**src/rtl/imem_responder.sv**
```systemverilog
// Instruction-fetch responder: direct-mapped read-only cache with 32-byte lines,
// refilled over a 64-bit burst port. Hits answer one cycle after acceptance.
//
// state   | meaning
// IDLE    | no request outstanding, ready to accept
// COMPARE | tag lookup of req_addr; respond on hit
// BREQ    | refill request held on bmem until accepted
// FILL    | collecting refill beats into the line
module imem_responder #(
  parameter int NUM_SETS  = 16,
  parameter int BURST_LEN = 4
) (
  input  logic        clk,
  input  logic        rst,
  input  logic [31:0] imem_addr,
  input  logic        imem_read,
  input  logic        input_valid,
  input  logic        flush,
  output logic        imem_stall,
  output logic        imem_resp,
  output logic [31:0] imem_rdata,
  output logic [31:0] imem_raddr,
  output logic [31:0] bmem_addr,
  output logic        bmem_read,
  input  logic        bmem_ready,
  input  logic        bmem_rvalid,
  input  logic [63:0] bmem_rdata
);

  localparam int IDX_W = $clog2(NUM_SETS);
  localparam int TAG_W = 27 - IDX_W;
  localparam int CNT_W = (BURST_LEN > 1) ? $clog2(BURST_LEN) : 1;

  localparam logic [1:0] IDLE    = 2'd0;
  localparam logic [1:0] COMPARE = 2'd1;
  localparam logic [1:0] BREQ    = 2'd2;
  localparam logic [1:0] FILL    = 2'd3;

  logic [1:0]       state;
  logic [31:0]      req_addr;
  logic [CNT_W-1:0] beat_cnt;
  logic             kill;
  logic [NUM_SETS-1:0] valid_q;
  logic [TAG_W-1:0] tag_q  [NUM_SETS];
  logic [63:0]      data_q [NUM_SETS][BURST_LEN];
  logic [31:0]      rdata_q;
  logic [31:0]      raddr_q;

  logic [IDX_W-1:0] req_idx;
  logic [TAG_W-1:0] req_tag;
  logic [63:0]      sel_beat;
  logic [31:0]      sel_word;
  logic             hit;
  logic             accept;
  logic             last_beat;
  logic             unused_addr_lsb;

  assign unused_addr_lsb = &{1'b0, imem_addr[1:0]};

  assign req_idx   = req_addr[5 +: IDX_W];
  assign req_tag   = req_addr[31 -: TAG_W];
  assign hit       = valid_q[req_idx] && (tag_q[req_idx] == req_tag);
  assign sel_beat  = data_q[req_idx][req_addr[4:3]];
  assign sel_word  = req_addr[2] ? sel_beat[63:32] : sel_beat[31:0];
  assign last_beat = bmem_rvalid && (beat_cnt == CNT_W'(BURST_LEN - 1));

  always_comb begin
    imem_stall = 1'b1;
    case (state)
      IDLE:    imem_stall = 1'b0;
      COMPARE: imem_stall = !hit;
      default: imem_stall = 1'b1;
    endcase
  end

  assign accept     = imem_read && input_valid && !imem_stall && !flush;
  assign imem_resp  = (state == COMPARE) && hit && !flush;
  // Response fields pass the lookup through on the resp cycle and hold afterwards.
  assign imem_rdata = imem_resp ? sel_word : rdata_q;
  assign imem_raddr = imem_resp ? req_addr : raddr_q;
  assign bmem_read  = (state == BREQ);
  assign bmem_addr  = {req_addr[31:5], 5'b0};

  always_ff @(posedge clk or posedge rst) begin
    if (rst) begin
      state    <= IDLE;
      req_addr <= '0;
      beat_cnt <= '0;
      kill     <= 1'b0;
      valid_q  <= '0;
      rdata_q  <= '0;
      raddr_q  <= '0;
    end else begin
      if (imem_resp) begin
        rdata_q <= sel_word;
        raddr_q <= req_addr;
      end
      case (state)
        IDLE: begin
          kill <= 1'b0;
          if (accept) begin
            req_addr <= {imem_addr[31:2], 2'b00};
            state    <= COMPARE;
          end
        end
        COMPARE: begin
          if (flush) begin
            state <= IDLE;
          end else if (hit) begin
            if (accept) req_addr <= {imem_addr[31:2], 2'b00};
            else        state    <= IDLE;
          end else begin
            state <= BREQ;
          end
        end
        BREQ: begin
          if (flush) kill <= 1'b1;
          if (bmem_ready) begin
            state    <= FILL;
            beat_cnt <= '0;
          end
        end
        default: begin
          if (flush) kill <= 1'b1;
          if (bmem_rvalid) beat_cnt <= beat_cnt + 1'b1;
          if (last_beat) begin
            valid_q[req_idx] <= 1'b1;
            // A killed refill still installs the line but returns nothing.
            if (kill || flush) begin
              state <= IDLE;
              kill  <= 1'b0;
            end else begin
              state <= COMPARE;
            end
          end
        end
      endcase
    end
  end

  always_ff @(posedge clk) begin
    if (state == FILL && bmem_rvalid) begin
      data_q[req_idx][beat_cnt] <= bmem_rdata;
      if (last_beat) tag_q[req_idx] <= req_tag;
    end
  end

endmodule

```
**config.mk**
```make
export PLATFORM = sky130hd
export DESIGN_NAME = imem_responder
export DESIGN_NICKNAME = d
export VERILOG_FILES = /design/src/rtl/imem_responder.sv
export SDC_FILE = /design/constraint.sdc
export NUM_CORES = 2
export LEC_CHECK = 0
export ABC_CLOCK_PERIOD_IN_PS = 10100
export BUFFER_PORTS_ARGS = -buffer_cell sky130_fd_sc_hd__buf_2
export CELL_PAD_IN_SITES_DETAIL_PLACEMENT = 0
export CELL_PAD_IN_SITES_GLOBAL_PLACEMENT = 1
export CORE_ASPECT_RATIO = 1.1
export CORE_UTILIZATION = 40
export DETAILED_ROUTE_END_ITERATION = 12
export PLACE_DENSITY = 0.6
export SYNTH_ARGS = -nofsm -noshare
export SYNTH_HDL_FRONTEND = slang
export SYNTH_MEMORY_MAX_BITS = 65536
export SYNTH_SLANG_ARGS = --single-unit
```
**constraint.sdc**
```tcl
create_clock -name clk -period 10.1 [get_ports clk]
set_input_delay 1.01 -clock clk [delete_from_list [all_inputs] [get_ports clk]]
set_output_delay 1.01 -clock clk [all_outputs]
set_load 0.02 [all_outputs]
```
==> flow_metrics.tcl <==
set metrics [dict create \
    status "completed" \
    hold_class "input port to asynchronous set/reset pin" \
    pre_cts_slack_ns 3.28 \
    hold_buffers 0 \
    die_width_um 634 \
    vias 80700 \
    grt_overflow 0 \
    synth_top_cell_by_area "edfxtp_1" \
    yosysSeqAreaShare 0.780 \
    r2r-start "req_addr[6]" \
    comb_power_share 0.035 \
    clk_path_buf_depth 4 \
    crit_top_cell "mux4_2" \
    skew_ns 0.0891 \
    firstDrtPassIters 7 \
    p_seq_frac 0.542 \
    drc 0 \
    synth-seq-cells 4579 \
    dp_hpwl_mm 246 \
    dp.cells 12800 \
    grt_pass1_vias 82800 \
    wl_mm 484 \
    post_cts_buffers 0 \
    initialDrtViolationCount 9752 \
    start_kind "flop" \
    startpoint "req_addr[6]" \
    ctsResizeCount 0 \
    fin_tns_setup_ns 0 \
    period_needed_ns 7.75 \
    clock.fmax_mhz 129 \
    cp-end-kind "output pin" \
    yosysTopAreaCellShare 0.764 \
    hold_viol 0 \
    tightest_slew_ns 1.46 \
    setup_ws_ns 2.35 \
    antenna_found_initial 45 \
    cts_buffers 452 \
    synth_common_cells "edfxtp_1 (4464), mux4_2 (1432), clkbuf_1 (180), dfrtp_1 (115), buf_2 (112)" \
    port_buffers 194 \
    max-slew-margin-rel 0.0272 \
    crit_fanout 100 \
    power_leakage_nw 63.2 \
    core_area_um2 436000 \
    die_area_um2 441000 \
    drive_above_1_share 0.339 \
    area_growth_pct 13.3 \
    initial_core_util 0.402 \
    grt_usage 0.218 \
    rsz0062_at_grt "false" \
    synth_area_leaders "edfxtp_1 (76%), mux4_2 (18%), dfrtp_1 (1.6%)" \
    cpPeakStageDelay_ns 0.86 \
    row_count 254 \
    ys.flop_type "edfxtp_1" \
    syn_inst 7059 \
    min_period_over_period 0.767 \
    power_density_nw_per_um2 196 \
    p_sw_mw 8.06 \
    die_y_um 697 \
    p_clk_frac 0.424 \
    root_buffer "clkbuf_16" \
    clk_pin_slew_ns 0.07 \
    synth.most_common_cell "edfxtp_1" \
    rr_worst_depth 8 \
    drv_slew 0 \
    viasPerCell 5.91 \
    required_ns 9.09 \
    cts-htree-levels 5 \
    grt_max_degree 129 \
    grt_pass1_wl_mm 669 \
    ys_types 53 \
    drtAntennaViolNets 0 \
    setup_viol 0 \
    pin_count 202 \
    fin_nets 7615 \
    avgSynthCellArea_um2 24.9 \
    clk_latency_ns 1.01 \
    worstPathArrival_ns 6.74 \
    async_flop_share 0.0251 \
    power.internal_mw 30.8 \
    crit_chain "buf_4 > buf_12 > buf_4 > mux4_2 > mux4_2 > mux4_2 > mux2_2 > mux2_2 > buf_2" \
    vdd_drop_max_v 0.000169 \
    cts_tree "built" \
    cts.sinks 4579 \
    yosys_warnings 0 \
    swShare 0.207 \
    synth_area_um2 175000 \
    crit_type "flop to output pin" \
    crit_slowest_cell "dfrtp_4" \
    fin_cells 13700 \
    synth_edf_count 4464 \
    drv_cap 0 \
    wl_per_cell_um 35.4 \
    gp_congestion 0.749 \
]
## layout by cell type, fill, tap and decap left out, drive strengths merged, types with 6 or more instances in the layout
master	count
mux4	1432
buf	407
dfrtp	115
mux2	98
a21oi	6
edfxtp	4464
bufinv	35
clkinv	203
o311ai	30
nor2	91
diode	22
or2	16
clkbuf	563
nand2	99
a22oi	12
mux2i	56
o21ai	20
nand3	37
nor2b	7
inv	25
xor2	19
clkinvlp	6
nand3b	31
xnor2	10
a31oi	35
## metrics by stage
step           hold WS [ns]  total power, mW  cell area (µm²)   util
2_1_floorplan         0.434             22.1           175000      -
3_3_place_gp          0.447             22.8           184000  0.423
3_5_place_dp          0.452             22.8           184000  0.423
4_1_cts              0.0892             39.2           199000  0.456
5_1_grt               0.149             39.9           199000  0.456
6_report              0.116             38.9           199000  0.456
## kinds of logic after synthesis
logic type,count (synthesis),share of synthesized area
buffers and inverters,431,0.0113
DFF,4579,0.780
muxes,1586,0.193
and+or+nand+nor,301,0.00815
adders and majority gates,4,0.000285
xor gates and xnor gates,29,0.00145
other,1,0.0000214
AOI/OAI and AO/OA,128,0.00518
## final timing paths
path,end,slack (ns)
max in group asynchronous,rdata_q[7],8.57
min in group clk,req_addr[11],0.29
max reg2reg,rdata_q[1],4.44
max,imem_rdata[1],2.35
min reg2reg,valid_q[12],0.46
min,raddr_q[1],0.12
## critical path: cells and delay by family, from the launching register on
kind                   cells  cell delay (ns)
buffers and inverters      4             2.24
flip-flops                 1             0.86
multiplexers               5             2.30
## final cells by class
| cell class | count | area [µm²] |
|---|---|---|
| Timing Repair Buffer | 407 | 3100 |
| Clock buffer | 563 | 12100 |
| Multi-Input combinational cell | 2053 | 37100 |
| Tap cell | 5760 | 7210 |
| Fill cell | 35800 | 237000 |
| Sequential cell | 4579 | 137000 |
| Clock inverter | 254 | 2280 |
| Inverter | 15 | 71.3 |
| Antenna cell | 22 | 55.1 |
## per-layer routing
metal	wire length, µm	global-route usage	vias up
li1	-	-	31600
met3	32600	0.0317	630
met2	245000	0.369	2924
met1	196000	0.302	45500
met4	10200	0.0458	18
met5	125	0	-
## registers in the layout (all words and copies together), names as in the netlist
signal and cells:
kill 1, raddr_q 32, valid_q 16, beat_cnt 2
data_q 4096, rdata_q 32, req_addr 30, tag_q 368
state 2
## power by group through the flow
stage | clock network [mW] | registers, mW | logic, mW
floorplan | 0 | 21.5 | 0.695
global placement | 0 | 21.5 | 1.33
detailed placement | 0 | 21.5 | 1.36
CTS | 16.8 | 21.1 | 1.36
global route | 17.5 | 21.1 | 1.43
finish | 16.5 | 21.1 | 1.34
Power figures use the tool's default switching activity.
